### config.mk
export PLATFORM = sky130hd
export DESIGN_NAME = pairhmm_worker_core
export DESIGN_NICKNAME = d
export VERILOG_FILES = /design/src/rtl/pairhmm_worker_core.sv
export SDC_FILE = /design/constraint.sdc
export NUM_CORES = 1
export LEC_CHECK = 0
export CAP_MARGIN = 10
export CORE_ASPECT_RATIO = 1.75
export CORE_MARGIN = 4
export CORE_UTILIZATION = 35
export DETAILED_ROUTE_END_ITERATION = 16
export PLACE_DENSITY = 0.78
export SLEW_MARGIN = 20
export SYNTH_ARGS = -nofsm -noshare
export SYNTH_HDL_FRONTEND = slang
export SYNTH_SLANG_ARGS = --single-unit
### constraint.sdc
create_clock -name clock_i -period 3 [get_ports clock_i]
set_input_delay 0.3 -clock clock_i [delete_from_list [all_inputs] [get_ports clock_i]]
set_output_delay 0.3 -clock clock_i [all_outputs]
set_load 0.02 [all_outputs]
### src/rtl/pairhmm_worker_core.sv
`default_nettype none
// ============================================================================
//  Module      : pairhmm_worker_core
//  Description : Per-job sequencer for the PairHMM accelerator. Walks the
//                read x haplotype DP matrix row-major, fetches bases/quals
//                from 1-cycle-latency ROM ports, issues one packed request
//                per cell to the compute engine and captures the final
//                likelihood it returns.
//
//  request_o layout (MSB -> LSB):
//      read_base[8] hap_base[8] q[8] i[8] d[8] c[8]
//      i_right[8] d_right[8] c_right[8]
//      row[ADDR_WIDTH] col[ADDR_WIDTH]
//      first_row last_row first_col last_col
//
//  Revision    : 1.0  initial release
// ============================================================================
module pairhmm_worker_core #(
    parameter  int MAX_SEQUENCE_LENGTH = 2048,
    localparam int ADDR_WIDTH          = $clog2(MAX_SEQUENCE_LENGTH),
    localparam int REQ_WIDTH           = 9 * 8 + 2 * ADDR_WIDTH + 4
) (
    input  logic                  clock_i,
    input  logic                  reset_i,
    input  logic                  enable_i,

    input  logic [ADDR_WIDTH-1:0] read_len_i,
    output logic [ADDR_WIDTH-1:0] read_pos_o,
    output logic                  read_read_o,
    input  logic [7:0]            read_base_i,
    input  logic [7:0]            read_q_i,
    input  logic [7:0]            read_i_i,
    input  logic [7:0]            read_d_i,
    input  logic [7:0]            read_c_i,
    input  logic [7:0]            read_i_right_i,
    input  logic [7:0]            read_d_right_i,
    input  logic [7:0]            read_c_right_i,

    input  logic [ADDR_WIDTH-1:0] hap_len_i,
    output logic [ADDR_WIDTH-1:0] hap_pos_o,
    output logic                  hap_read_o,
    input  logic [7:0]            hap_base_i,

    input  logic                  compute_ready_i,
    output logic [REQ_WIDTH-1:0]  request_o,
    output logic                  write_req_o,

    input  logic                  result_ready_i,
    input  logic [31:0]           result_i,
    output logic                  read_result_o,
    output logic [31:0]           result_o,
    output logic                  result_valid_o
);

    localparam logic [ADDR_WIDTH-1:0] c_ADDR_ONE  = {{(ADDR_WIDTH-1){1'b0}}, 1'b1};
    localparam logic [ADDR_WIDTH-1:0] c_ADDR_ZERO = '0;

    typedef enum logic [2:0] {
        S_IDLE     = 3'd0,
        S_FETCH    = 3'd1,
        S_ISSUE    = 3'd2,
        S_WAIT_RES = 3'd3,
        S_DONE     = 3'd4
    } state_t;

    state_t                r_state;
    logic [ADDR_WIDTH-1:0] r_row;
    logic [ADDR_WIDTH-1:0] r_col;
    logic [ADDR_WIDTH-1:0] r_read_len;
    logic [ADDR_WIDTH-1:0] r_hap_len;
    logic [31:0]           r_result;

    logic w_first_row;
    logic w_last_row;
    logic w_first_col;
    logic w_last_col;
    logic w_last_cell;

    // Cell position flags derived from the current indices and latched lengths
    assign w_first_row = (r_row == c_ADDR_ZERO);
    assign w_last_row  = (r_row == (r_read_len - c_ADDR_ONE));
    assign w_first_col = (r_col == c_ADDR_ZERO);
    assign w_last_col  = (r_col == (r_hap_len - c_ADDR_ONE));
    assign w_last_cell = w_last_row && w_last_col;

    // Job sequencer: matrix walk, engine handshake and result capture
    always_ff @(posedge clock_i) begin
        if (!reset_i) begin
            r_state    <= S_IDLE;
            r_row      <= '0;
            r_col      <= '0;
            r_read_len <= '0;
            r_hap_len  <= '0;
            r_result   <= '0;
        end else begin
            case (r_state)
                S_IDLE: begin
                    if (enable_i) begin
                        r_read_len <= read_len_i;
                        r_hap_len  <= hap_len_i;
                        r_row      <= '0;
                        r_col      <= '0;
                        // An empty matrix has no cells; finish with a zero likelihood
                        if ((read_len_i == c_ADDR_ZERO) || (hap_len_i == c_ADDR_ZERO)) begin
                            r_result <= '0;
                            r_state  <= S_DONE;
                        end else begin
                            r_state  <= S_FETCH;
                        end
                    end
                end
                S_FETCH: begin
                    r_state <= S_ISSUE;
                end
                S_ISSUE: begin
                    if (compute_ready_i) begin
                        if (w_last_cell) begin
                            r_state <= S_WAIT_RES;
                        end else begin
                            if (w_last_col) begin
                                r_col <= '0;
                                r_row <= r_row + c_ADDR_ONE;
                            end else begin
                                r_col <= r_col + c_ADDR_ONE;
                            end
                            r_state <= S_FETCH;
                        end
                    end
                end
                S_WAIT_RES: begin
                    if (result_ready_i) begin
                        r_result <= result_i;
                        r_state  <= S_DONE;
                    end
                end
                S_DONE: begin
                    // Level-sensitive enable: only a drop re-arms the sequencer
                    if (!enable_i) begin
                        r_state <= S_IDLE;
                    end
                end
                default: begin
                    r_state <= S_IDLE;
                end
            endcase
        end
    end

    // ROM ports follow the indices; enables are active only in FETCH
    assign read_pos_o  = r_row;
    assign hap_pos_o   = r_col;
    assign read_read_o = (r_state == S_FETCH);
    assign hap_read_o  = (r_state == S_FETCH);

    // Request is only meaningful in ISSUE, where the ROM data is stable
    assign request_o = (r_state == S_ISSUE) ?
        {read_base_i, hap_base_i, read_q_i, read_i_i, read_d_i, read_c_i,
         read_i_right_i, read_d_right_i, read_c_right_i,
         r_row, r_col, w_first_row, w_last_row, w_first_col, w_last_col} :
        '0;

    // Handshake strobes are qualified by state so each lasts one accepted cycle
    assign write_req_o    = (r_state == S_ISSUE)    && compute_ready_i;
    assign read_result_o  = (r_state == S_WAIT_RES) && result_ready_i;
    assign result_o       = r_result;
    assign result_valid_o = (r_state == S_DONE);

endmodule
`default_nettype wire

==> summary.txt <==
YOSYS
------------------------------------------------------------------------------------------
Post-synth cell types                                                                   56
Number of enable flip-flop cells after synthesis                                         0
Average footprint of a synthesized cell                                          8.09 um^2
Portion of the post-synthesis area used by sequential elements                       0.324
Synth warn                                                                               0
Proportion of register bits with asynchronous set or reset after synthesis               0
Post-synthesis cell area                                                         4890 um^2
Synthesized netlist cell count                                                         604
Ys flop type                                                                  sky130_fd_sc_hd__dfxtp_1
Syn_nets                                                                               741
Flops & latches, synth                                                                  79

STA
------------------------------------------------------------------------------------------
Minimum clock period after layout                                                  2.98 ns
Setup violation total in the final timing report                                         0
F_max                                                                            0.336 GHz
Actual slew at the worst max-slew pin                                             0.632 ns
Final slew viol count                                                                    0
Final hold slack                                                                  0.444 ns
Final Hold Violating Endpoints                                                           0
Slew headroom                                                                        0.578
Clock tree skew after final layout                                               0.0103 ns
Setup repair after global routing missed its margin                                   true
Final clock period utilization by the worst path                                     0.993
Post-Route Setup TNS                                                                  0 ns

PLACED DESIGN
------------------------------------------------------------------------------------------
Placed instance count                                                                1,055
Final HPWL from detailed placement                                               17,100 um
Number of buffer cells added on primary ports                                          287
Routability Congestion                                                               0.910

PWR
------------------------------------------------------------------------------------------
Clock Power Share                                                                    0.381
Sequential fraction of design power                                                  0.360
Leakage dissipation                                                             0.00335 uW
Pwr/cell area                                                                  364 nW/um^2
Logic pwr share                                                                      0.259
Switching portion of total power                                                     0.281
Power, Total                                                                       3080 uW
Internal cell power                                                                2220 uW
Sw Pwr                                                                              864 uW
Peak supply drop                                                                0.000302 V

LAYOUT
------------------------------------------------------------------------------------------
Synthesis-to-layout area growth                                                      72.9%
Number of filler instances in the final layout                                       1,172
Layout Cells excl Fill                                                               1,070
Share of post-route cells with drive strength above 1                                0.116
Highest-count cells in the layout ignoring fill and taps                      sky130_fd_sc_hd__clkdlybuf4s50_1 (284), sky130_fd_sc_hd__and3_1 (99), sky130_fd_sc_hd__dfxtp_1 (76)
Net count, final                                                                     1,029
Antenna diodes                                                                           0
Finished Core Util                                                                   0.625
Most common cell after layout, fill and taps aside                            sky130_fd_sc_hd__clkdlybuf4s50_1

GLOBAL ROUTING
------------------------------------------------------------------------------------------
Global-route met1 utilization                                                        0.314
Initial antenna violation count                                                          1
Global-route wire length before repair                                           32,100 um
Total overflow reported by the global router                                             0
GRT Overall Usage                                                                    0.260
Met3 track utilization from global routing                                          0.0863
Largest net degree at the start of global routing                                       94
Global Route met2 Usage                                                              0.448
Peak-usage layer in the global routing report                                         met2
Via count of the first global-routing pass                                           5,488

FLOORPLAN
------------------------------------------------------------------------------------------
Starting utilization of the core area                                                0.361
Num ports                                                                              288
Die ar.                                                                        16,000 um^2
Vertical die dimension                                                              164 um
Row Count                                                                               56
Core region area                                                               13,500 um^2
Die extent in x                                                                    97.3 um

CTS
------------------------------------------------------------------------------------------
Sink count of the clock tree                                                            79
Clock root buffer                                                             sky130_fd_sc_hd__clkbuf_16
Clock edge transition at the registers on the reported setup and hold paths        0.06 ns
Clock insertion delay at the later pin of the skew report                          0.34 ns
Number of buffers created by CTS                                                         9
CTS tree                                                                               yes
Buffer levels on the longest clock path                                                  2
Htree depth                                                                              3

DRT
------------------------------------------------------------------------------------------
Routed wire length                                                               21,600 um
Antenna-violating nets left                                                              0
Iteration-0 DRC count of the detailed router                                           386
First-pass iteration count of the detailed router                                        4
Total vias in the final route                                                        5,761
Total DRC errors in the routed layout                                                    0
Post-DR vias/cell                                                                     5.38
Wire length per cell                                                               20.2 um

WORST SETUP PATH
------------------------------------------------------------------------------------------
Worst reg2reg startpoint                                                      r_read_len[1]
CP Data Required Time                                                              2.70 ns
Endpoint arrival time on the critical path                                         2.68 ns
Crit path launch type                                                             register
Worst R2R Setup Slack                                                              0.12 ns
Crit path capture type                                                        primary output
Reg2reg end                                                                   read_pos_o[8]
Startpoint-to-endpoint class of the critical path                             register to primary output
Depth of the most critical reg-to-reg path                                              12
Max FO, Critical Path                                                                    2

WORST HOLD PATH
------------------------------------------------------------------------------------------
Hold Crit Start                                                                    reset_i
Class of the most critical hold timing path                                   input pin to register
Worst-case hold path end point                                                r_hap_len[1]
Number of cells traversed by the worst hold path                                         2

STATUS
------------------------------------------------------------------------------------------
Outcome                                                                       finished clean

RUN
------------------------------------------------------------------------------------------
Max Cap Violations                                                                       0

==> routing by layer <==
metal  wire length (um)  part of all wire
met4                295             0.014
met3               2140             0.099
met2              10500              0.48
met5                  0                 0
met1               8720              0.40
==> flip-flops by register name (all words and copies together) (netlist names) <==
| signal | flops |
|---|---|
| result_o | 32 |
| hap_pos_o | 11 |
| r_hap_len | 11 |
| r_read_len | 11 |
| read_pos_o | 11 |
| r_state | 3 |
==> cells in the mapped netlist (all sizes together) (2+ instances only) <==
master | n | area (um^2)
and3 | 99 | 619
dfxtp | 79 | 1580
nand2 | 58 | 220
clkbuf | 43 | 161
nor2b | 33 | 206
a22oi | 32 | 240
nor2 | 28 | 105
a21boi | 25 | 188
o21ai | 21 | 135
a21oi | 18 | 131
xnor2 | 16 | 140
xor2 | 16 | 140
or3 | 13 | 81.3
inv | 12 | 45.0
nand3 | 12 | 60.1
buf | 10 | 71.3
nor3 | 9 | 45.0
nor4 | 8 | 50.1
o2111ai | 7 | 73.8
ha | 6 | 75.1
o211ai | 6 | 65.1
and2 | 5 | 31.3
or4 | 5 | 37.5
mux2i | 4 | 40.0
nand4 | 4 | 25.0
and4 | 3 | 26.3
nand2b | 3 | 18.8
nor3b | 3 | 22.5
o31ai | 3 | 22.5
a21o | 2 | 15.0
a221oi | 2 | 17.5
a31oi | 2 | 27.5
nand3b | 2 | 15.0
o21ba | 2 | 20.0
o41ai | 2 | 17.5
==> power groups by stage <==
stage                     logic [uW]  registers, uW  clock network, uW
after floorplan                  375           1130                  0
after global routing             852           1110               1240
final                            797           1110               1170
after global placement           770           1130                  0
after detailed placement         776           1130                  0
after CTS                        784           1110               1200
==> logic make-up (layout without fill, tap and decap cells) <==
group | Yosys count | count (layout) | share of synthesized area
AO/OA/AOI/OAI | 128 | 128 | 0.210
XOR/XNOR | 32 | 32 | 0.0574
buffers and inverters | 65 | 357 | 0.0568
adder cells (fa/ha/maj) | 6 | 6 | 0.0154
flip-flops | 79 | 79 | 0.324
multiplexers | 4 | 4 | 0.00819
AND/OR/NAND/NOR | 290 | 290 | 0.329
==> final cells by class <==
class                   count  area (um^2)  area share
inverters                  12         45.0     0.00533
flip-flops and latches     79         1590       0.188
clock inverters             6         86.3      0.0102
multi-input cells         460         3080       0.365
well taps                 174          218      0.0258
repair buffers            330         3210       0.380
clock buffers               9          225      0.0267
==> stage by stage <==
step	cell area (um^2)	setup WS, ns
finish	8450	0.0200
floorplan	4890	0.0110
detailed placement	8100	-0.185
CTS	8420	-0.157
global placement	8100	-0.131
global route	8450	-0.0884
==> critical path: stages (launching register included) <==
cell and delay [ns]:
sky130_fd_sc_hd__dfxtp_2 0.32, sky130_fd_sc_hd__inv_2 0.06, sky130_fd_sc_hd__ha_4 0.13, sky130_fd_sc_hd__or4b_4 0.46, sky130_fd_sc_hd__or3_1 0.38, sky130_fd_sc_hd__a21o_1 0.19, sky130_fd_sc_hd__a2111oi_4 0.33, sky130_fd_sc_hd__o211ai_2 0.18
sky130_fd_sc_hd__nor2_1 0.13, sky130_fd_sc_hd__buf_4 0.17
==> worst max-delay path by stage <==
stage / from / endpoint / slack, ns / cells past startpoint
after floorplan: r_read_len[0] / read_pos_o[9] / 0.01 / 12
after global placement: r_read_len[0] / request_o[2] / -0.13 / 9
after detailed placement: r_read_len[0] / request_o[2] / -0.18 / 10
after CTS: r_read_len[0] / request_o[2] / -0.16 / 9
after global routing: r_read_len[1] / request_o[2] / -0.09 / 9
final: r_read_len[1] / request_o[2] / 0.02 / 9
==> repair_timing <==
item,in CTS,in global routing
hold buffers,0,0
buffers inserted,0,0
pin swaps,0,7
setup endpoints to repair,3,24
resized for setup,6,13
(Power assumes the default switching activity.)
